### config.mk
export PLATFORM = sky130hd
export DESIGN_NAME = iq_fifo
export DESIGN_NICKNAME = d
export VERILOG_FILES = /design/src/rtl/iq_pkg.sv /design/src/rtl/iq_fifo_ptr.sv /design/src/rtl/iq_fifo.sv
export SDC_FILE = /design/constraint.sdc
export NUM_CORES = 1
export LEC_CHECK = 0
export CORE_UTILIZATION = 40
export CTS_BUF_LIST = sky130_fd_sc_hd__clkbuf_8
export DETAILED_ROUTE_END_ITERATION = 7
export SETUP_SLACK_MARGIN = 0.05
export SLEW_MARGIN = 30
export SYNTH_ARGS = -nofsm -noshare
export SYNTH_HDL_FRONTEND = slang
export SYNTH_SLANG_ARGS = --single-unit
### constraint.sdc
create_clock -name clk -period 10.2 [get_ports clk]
set_input_delay 1.53 -clock clk [delete_from_list [all_inputs] [get_ports clk]]
set_output_delay 1.53 -clock clk [all_outputs]
set_load 0.005 [all_outputs]
### src/rtl/iq_pkg.sv
// Shared types and defaults for the instruction queue between decode and dispatch.
// Holds the queue entry layout and the opcode shown when nothing is presented.
package iq_pkg;

   localparam int IQ_OP_W  = 5;
   localparam int IQ_REG_W = 5;
   localparam int IQ_IMM_W = 32;

   localparam logic [IQ_OP_W-1:0] NOP_OP = 5'h1F;

   typedef struct packed {
      logic [IQ_OP_W-1:0]  op;
      logic [IQ_REG_W-1:0] rs1;
      logic [IQ_REG_W-1:0] rs2;
      logic [IQ_REG_W-1:0] rd;
      logic [IQ_IMM_W-1:0] imm;
      logic                has_imm;
   } iq_entry_t;

endpackage

### src/rtl/iq_fifo_ptr.sv
// Modulo-DEPTH pointer register (iq_ptr), used for both head and tail of the instruction queue.
// clear is synchronous and takes priority over inc.
module iq_ptr #(
   parameter int DEPTH = 16,
   localparam int PTR_W = $clog2(DEPTH)
) (
   input  logic             clk,
   input  logic             rst_n,
   input  logic             clear,
   input  logic             inc,
   output logic [PTR_W-1:0] ptr
);

   // DEPTH is a power of two, so the natural binary wrap is the modulo.
   always_ff @(posedge clk or negedge rst_n) begin
      if (!rst_n) begin
         ptr <= '0;
      end else if (clear) begin
         ptr <= '0;
      end else if (inc) begin
         ptr <= ptr + 1'b1;
      end
   end

endmodule

### src/rtl/iq_fifo.sv
// In-order instruction queue with valid/ready enqueue, flush, occupancy and almost-full outputs.
// Optional empty-queue bypass is enabled by defining IQ_BYPASS_EN.
module iq_fifo
   import iq_pkg::*;
#(
   parameter int DEPTH     = 16,
   parameter int OP_W      = IQ_OP_W,
   parameter int REG_W     = IQ_REG_W,
   parameter int IMM_W     = IQ_IMM_W,
   parameter int AFULL_LVL = DEPTH - 2,
   localparam int PTR_W    = $clog2(DEPTH),
   localparam int CNT_W    = $clog2(DEPTH) + 1
) (
   input  logic             clk,
   input  logic             rst_n,
   input  logic             flush,
   input  logic             enq_valid,
   input  logic [OP_W-1:0]  enq_op,
   input  logic [REG_W-1:0] enq_rs1,
   input  logic [REG_W-1:0] enq_rs2,
   input  logic [REG_W-1:0] enq_rd,
   input  logic [IMM_W-1:0] enq_imm,
   input  logic             enq_has_imm,
   output logic             enq_ready,
   input  logic             rs_full,
   input  logic             rob_full,
   output logic             deq_valid,
   output logic [OP_W-1:0]  deq_op,
   output logic [REG_W-1:0] deq_rs1,
   output logic [REG_W-1:0] deq_rs2,
   output logic [REG_W-1:0] deq_rd,
   output logic [IMM_W-1:0] deq_imm,
   output logic             deq_has_imm,
   output logic             shooted,
   output logic [CNT_W-1:0] count,
   output logic             iq_full,
   output logic             almost_full
);

   iq_entry_t        mem [DEPTH];
   iq_entry_t        head_entry;
   logic [PTR_W-1:0] head;
   logic [PTR_W-1:0] tail;
   logic             deq_ready;
   logic             queue_valid;
   logic             bypass;
   logic             deq_fire;
   logic             push;
   logic             pop;

   assign iq_full     = (count == CNT_W'(DEPTH));
   assign almost_full = (count >= CNT_W'(AFULL_LVL));
   assign enq_ready   = !iq_full;
   assign deq_ready   = !rs_full && !rob_full;
   assign queue_valid = (count != '0);

`ifdef IQ_BYPASS_EN
   assign bypass = !queue_valid && enq_valid && deq_ready && !flush;
`else
   assign bypass = 1'b0;
`endif

   assign deq_fire = deq_valid && deq_ready;
   // A bypassed instruction is consumed directly and never touches storage or pointers.
   assign pop      = deq_fire && !bypass;
   assign push     = enq_valid && enq_ready && !bypass && !flush;
   assign head_entry = mem[head];

   iq_ptr #(.DEPTH(DEPTH)) u_head (
      .clk   (clk),
      .rst_n (rst_n),
      .clear (flush),
      .inc   (pop),
      .ptr   (head)
   );

   iq_ptr #(.DEPTH(DEPTH)) u_tail (
      .clk   (clk),
      .rst_n (rst_n),
      .clear (flush),
      .inc   (push),
      .ptr   (tail)
   );

   always_ff @(posedge clk) begin
      if (push) begin
         mem[tail] <= '{op: enq_op, rs1: enq_rs1, rs2: enq_rs2, rd: enq_rd,
                        imm: enq_imm, has_imm: enq_has_imm};
      end
   end

   always_ff @(posedge clk or negedge rst_n) begin
      if (!rst_n) begin
         count   <= '0;
         shooted <= 1'b0;
      end else if (flush) begin
         count   <= '0;
         shooted <= 1'b0;
      end else begin
         shooted <= deq_fire;
         case ({push, pop})
            2'b10:   count <= count + 1'b1;
            2'b01:   count <= count - 1'b1;
            default: count <= count;
         endcase
      end
   end

   always_comb begin
      deq_valid   = 1'b0;
      deq_op      = NOP_OP;
      deq_rs1     = '0;
      deq_rs2     = '0;
      deq_rd      = '0;
      deq_imm     = '0;
      deq_has_imm = 1'b0;
      if (bypass) begin
         deq_valid   = 1'b1;
         deq_op      = enq_op;
         deq_rs1     = enq_rs1;
         deq_rs2     = enq_rs2;
         deq_rd      = enq_rd;
         deq_imm     = enq_imm;
         deq_has_imm = enq_has_imm;
      end else if (queue_valid) begin
         deq_valid   = 1'b1;
         deq_op      = head_entry.op;
         deq_rs1     = head_entry.rs1;
         deq_rs2     = head_entry.rs2;
         deq_rd      = head_entry.rd;
         deq_imm     = head_entry.imm;
         deq_has_imm = head_entry.has_imm;
      end
   end

endmodule

Yosys cells after proc, flatten, opt, wreduce, memory -nomap -nowiden --
Memory sizes are Yosys's and may differ from the RTL's. Cells that the tools add are included.
Cells by class: add/subtract/negate cells 4, $lt $le $gt $ge 1, eq/ne operators 3, mux-type cells 16, reductions and logical operators 12
Operators by type and width (number):
- 2-to-1 mux 32 bit | 1
- 2-to-1 mux 5 bit | 5
- 2-to-1 mux 4 bit | 4
- one-hot mux 5 bit (2 select lines) | 1
- adder 4 x 1 -> 4 bit, second input constant | 2
- adder 5 x 1 -> 5 bit, second input constant | 1
- == test 5 bit, second input constant | 1
- greater-or-equal comparator 5 x 4 -> 1 bit, second input constant | 1
- 2-to-1 mux 1 bit | 5
- nonzero test 5 bit | 1
- subtractor 5 x 1 -> 5 bit, second input constant | 1
- logical AND 1 bit | 4
- zero test 1 bit | 4
- nonzero test 2 bit | 2
- nonzero test 3 bit | 1
- == test 2 x 1 -> 1 bit, second input constant | 1
- == test 2 bit, second input constant | 1
Storage, ports and cells: register bits 14, RAM bits 848, bits of input ports 59, memories 1
Memory list:
- mem | words 16, bits a word 53, read ports 1, clocked after memory_dff 0, write ports 1, RTL line iq_fifo.sv:40 | iq_entry_t mem [DEPTH];

Depth between registers and ports, before layout --
depth in word-level cells 7, mapped depth 10, gate-level depth less buffers 10

Modules after synthesis --
From an unflattened synthesis, not the netlist that was laid out.
Unflattened totals: cell total of the unflattened synthesis 1410, area, all modules 32984.1 µm²
Modules (own cells, without submodules):
- iq_fifo | instances 1, cells an instance 1378, area each 32598.8 µm²
- iq_ptr | instances 2, cells an instance 16, area each 192.7 µm²

Worst setup path after synthesis --
Ideal clock, no wire load.
path kind input to register, start point input enq_valid, end point memory mem[15][0] (netlist bit) (enable), setup time 0.464 ns, data arrival time 4.483 ns, slack 5.253 ns, stages 3, cell sequence a21boi_1 nand2_1 nor2_1
Between the ends: longest elaborated chain between the ends 4
Ends and longest elaborated chain:
- from (decl) | RTL line iq_fifo.sv:17 | input logic enq_valid,
- logical AND 1 bit (2 in a row) | RTL line iq_fifo.sv:66 | assign push = enq_valid && enq_ready && !bypass && !flush;
- 2-to-1 mux 1 bit | RTL line iq_fifo.sv:86 | if (push) begin
- 2-to-1 mux 1 bit (implied by the code) | RTL line iq_fifo.sv:87 | mem[tail] <= '{op: enq_op, rs1: enq_rs1, rs2: enq_rs2, rd: enq_rd,
- to (decl) | RTL line iq_fifo.sv:40
Every way passes these cells.

Worst setup path in the final report --
start point register u_head.ptr[0], end point output deq_imm[22]
Between the ends: longest elaborated chain between the ends 2
Ends and longest elaborated chain:
- from (decl) | RTL line iq_fifo_ptr.sv:11 | output logic [PTR_W-1:0] ptr
- from (signal assigned) | RTL line iq_fifo_ptr.sv:21 | ptr <= ptr + 1'b1;
- memory read (16 x 53 bit)
- 2-to-1 mux 32 bit | RTL line iq_fifo.sv:125 | end else if (queue_valid) begin
- to (decl) | RTL line iq_fifo.sv:32 | output logic [IMM_W-1:0] deq_imm,
Every way passes these cells.

==> flow_summary.json <==
{
  "fmax_mhz": 172,
  "holdPathEnd": "u_tail.ptr[3]",
  "r2r_start": "count[1]",
  "grt_overflow": 0,
  "layout.nets": 1665,
  "synth_top_cell_area_share_pct": 77.1,
  "cts.path.max_buffers": 3,
  "post_drt_wl_per_cell_microns": 26.3,
  "dpl.cell_count": 2530,
  "track_usage_pct": 18.0,
  "clock_sinks": 862,
  "seq_area_sq_mm": 0.0258,
  "worst_hold_startpoint": "u_tail.ptr[3]",
  "totalWireLength_microns": 73000,
  "max-vdd-ir-drop_mv": 0.113,
  "cp.arrival_ns": 4.29,
  "viasPerCell": 5.41,
  "rsz0062_at_grt": "no",
  "slew_headroom_pct": 33.7,
  "portBuffers": 121,
  "synthToLayoutAreaGrowth_pct": 15.6,
  "num-fill-cells": 6693,
  "layout.cells.non_filler": 2773,
  "core_sq_mm": 0.0818,
  "holdCritPathClass": "flip-flop to flip-flop",
  "ys_types": 39,
  "gp_congestion": 0.695,
  "num_rows": 105,
  "h-tree-depth": 4,
  "rr_worst_depth": 5,
  "hold_viol": 0,
  "io_pins": 122,
  "clkLatencyLatePin_ns": 0.78,
  "ys_top_cells_by_area": "edfxtp_1 (77%), mux4_2 (17%), dfrtp_1 (1.1%)",
  "antenna_found_initial": 7,
  "syn-num-nets": 1443,
  "critPathLaunchType": "flip-flop",
  "grt_max_degree": 103,
  "power_w": 0.00760,
  "drt_pass1_iterations": 5,
  "synth_top_area_cell": "edfxtp_1",
  "cts_tree": "yes",
  "cts_made_buffers": 137,
  "die_y_microns": 289,
  "finalSetupViolCount": 0,
  "syn_avg_cell_area_sq_um": 24.0,
  "tns_ns": 0,
  "crit_path_end_kind": "output port",
  "crit_type": "flip-flop to output port",
  "ant_nets": 0,
  "via_count": 15000,
  "drc": 0,
  "synthCells": 1377,
  "hold_buffers": 0,
  "syn_area_sq_mm": 0.0330,
  "ys_ff_latch": 862,
  "maxCapViolCount": 0,
  "period_share_pct": 57.0,
  "p_leak_nw": 11.7,
  "cp.required_ns": 8.67,
  "grt_pass1_wl_microns": 108000,
  "synth-seq-area-share_pct": 78.2,
  "ys_warn_count": 0,
  "floorplan.initialDensity_pct": 40.4,
  "r2r_slack_ns": 6.59,
  "finalMaxSlewViolations": 0,
  "r2r_end": "mem[7][28]",
  "cp_max_fo": 102,
  "layout-drive-gt1-share_pct": 27.7,
  "grt_pass1_vias": 16200,
  "status": "complete, no violations",
  "die_w_microns": 289,
  "root_buffer": "clkbuf_8",
  "cts_setup_buffers": 0,
  "dpl.hpwl_microns": 36100,
  "multi_input_area_sq_mm": 0.00702,
  "finalCriticalPeriod_ns": 5.82,
  "p_per_area_mw_per_mm2": 199,
  "drtIter0Drc": 1223,
  "clk_pin_slew_ns": 0.06,
  "post_cts_resized": 0,
  "dieArea_sq_mm": 0.0837,
  "skew_ns": 0.0233,
  "worst_pin_slew_ns": 0.995,
  "hold_path_depth": 2
}
## cells by family after synthesis
kind of cell / count (synthesis) / share of synthesized area (%)
AO/OA/AOI/OAI: 33 / 0.746
XOR/XNOR: 9 / 0.239
adder cells (fa/ha/maj): 7 / 0.265
buffers and inverters: 76 / 0.958
flip-flops: 862 / 78.2
multiplexers: 273 / 17.7
AND/OR/NAND/NOR: 117 / 1.88
## layout by cell type, fill, tap and decap left out, types with 2 or more instances in the layout
cell type,n
a21oi_1,4
a221oi_1,10
a22oi_1,6
and2_1,51
buf_16,4
buf_4,21
buf_6,5
clkbuf_8,143
clkdlybuf4s50_1,121
clkinv_1,30
clkinv_2,12
clkinvlp_4,6
dfrtp_1,11
dfrtp_4,3
diode_2,2
edfxtp_1,848
ha_1,7
inv_1,53
inv_6,2
mux2i_1,22
mux4_2,250
nand2_1,11
nand3_1,7
nor2_1,19
nor2_4,16
nor2b_1,3
o21ai_0,6
xnor2_1,4
xor2_1,5
## critical path: stages (launching register included)
cell,delay (ns)
dfrtp_4,0.92
buf_12,0.69
mux4_2,0.63
mux4_2,0.48
and2_1,0.18
clkdlybuf4s50_1,0.46
## final cells by class
| type | instances | area share, % |
|---|---|---|
| Antenna cell | 2 | 0.0131 |
| Clock buffer | 143 | 5.16 |
| Clock inverter | 98 | 1.09 |
| Inverter | 6 | 0.0656 |
| Multi-Input combinational cell | 439 | 18.4 |
| Sequential cell | 862 | 67.7 |
| Tap cell | 1070 | 3.51 |
| Timing Repair Buffer | 153 | 4.11 |
## how the worst max path moves through the flow
stage	start	to	slack (ns)	cells past startpoint
finish	u_head.ptr[0]	deq_imm[22]	4.38	5
global route	u_head.ptr[0]	deq_rd[0]	4.08	5
CTS	u_head.ptr[0]	deq_rs1[4]	4.18	5
detailed placement	u_head.ptr[0]	deq_rs1[4]	5.03	5
global placement	u_head.ptr[0]	deq_rs1[4]	5.03	5
floorplan	enq_valid	mem[15][0]	5.25	3
## stage by stage
| step | hold slack, ns | util (%) | worst slack (ns) | instance area (sq um) |
|---|---|---|---|---|
| final | 0.615 | 46.6 | 4.38 | 38200 |
| after global routing | 0.667 | 46.6 | 4.08 | 38200 |
| after CTS | 0.616 | 46.6 | 4.18 | 38100 |
| after detailed placement | 0.597 | 43.7 | 5.03 | 35800 |
| after global placement | 0.593 | 43.5 | 5.03 | 35600 |
| after floorplan | 0.558 | - | 5.25 | 33000 |
## per-layer routing
metal / GRT usage [%] / vias up / wire [microns]
li1: - / 6341 / -
met4: 5.24 / 8 / 1070
met2: 30.3 / 427 / 37900
met1: 23.4 / 8143 / 30000
met3: 4.21 / 86 / 4040
met5: 0 / - / 46
## flip-flops by register name, summed over array words and instances, names as in the netlist
name        flops
count           5
mem           848
shooted         1
u_head.ptr      4
u_tail.ptr      4
## Yosys cell counts, drive strengths merged
master  count
a21oi       4
nand4       1
xnor2       4
nor3        1
nor2b       3
nor2       36
nor4        2
dfrtp      14
a31o        1
mux4      250
nand2      11
mux2        1
o21ai       7
o31ai       1
a221oi     10
a22oi       6
nand2b      2
a311o       1
buf        31
mux2i      22
edfxtp    848
o21bai      1
a21boi      1
nor4bb      1
or4         1
clkbuf     39
xor2        5
inv         6
a31oi       1
and2       51
nand3       7
ha          7
or3         1
## power breakdown
| part | switching [W] | leakage (nW) | internal [W] | total (W) |
|---|---|---|---|---|
| registers | 0.0000419 | 7.82 | 0.00394 | 0.00398 |
| clock network | 0.00128 | 1.39 | 0.00129 | 0.00258 |
| logic | 0.000486 | 2.49 | 0.000563 | 0.00105 |
Power figures use the tool's default switching activity.
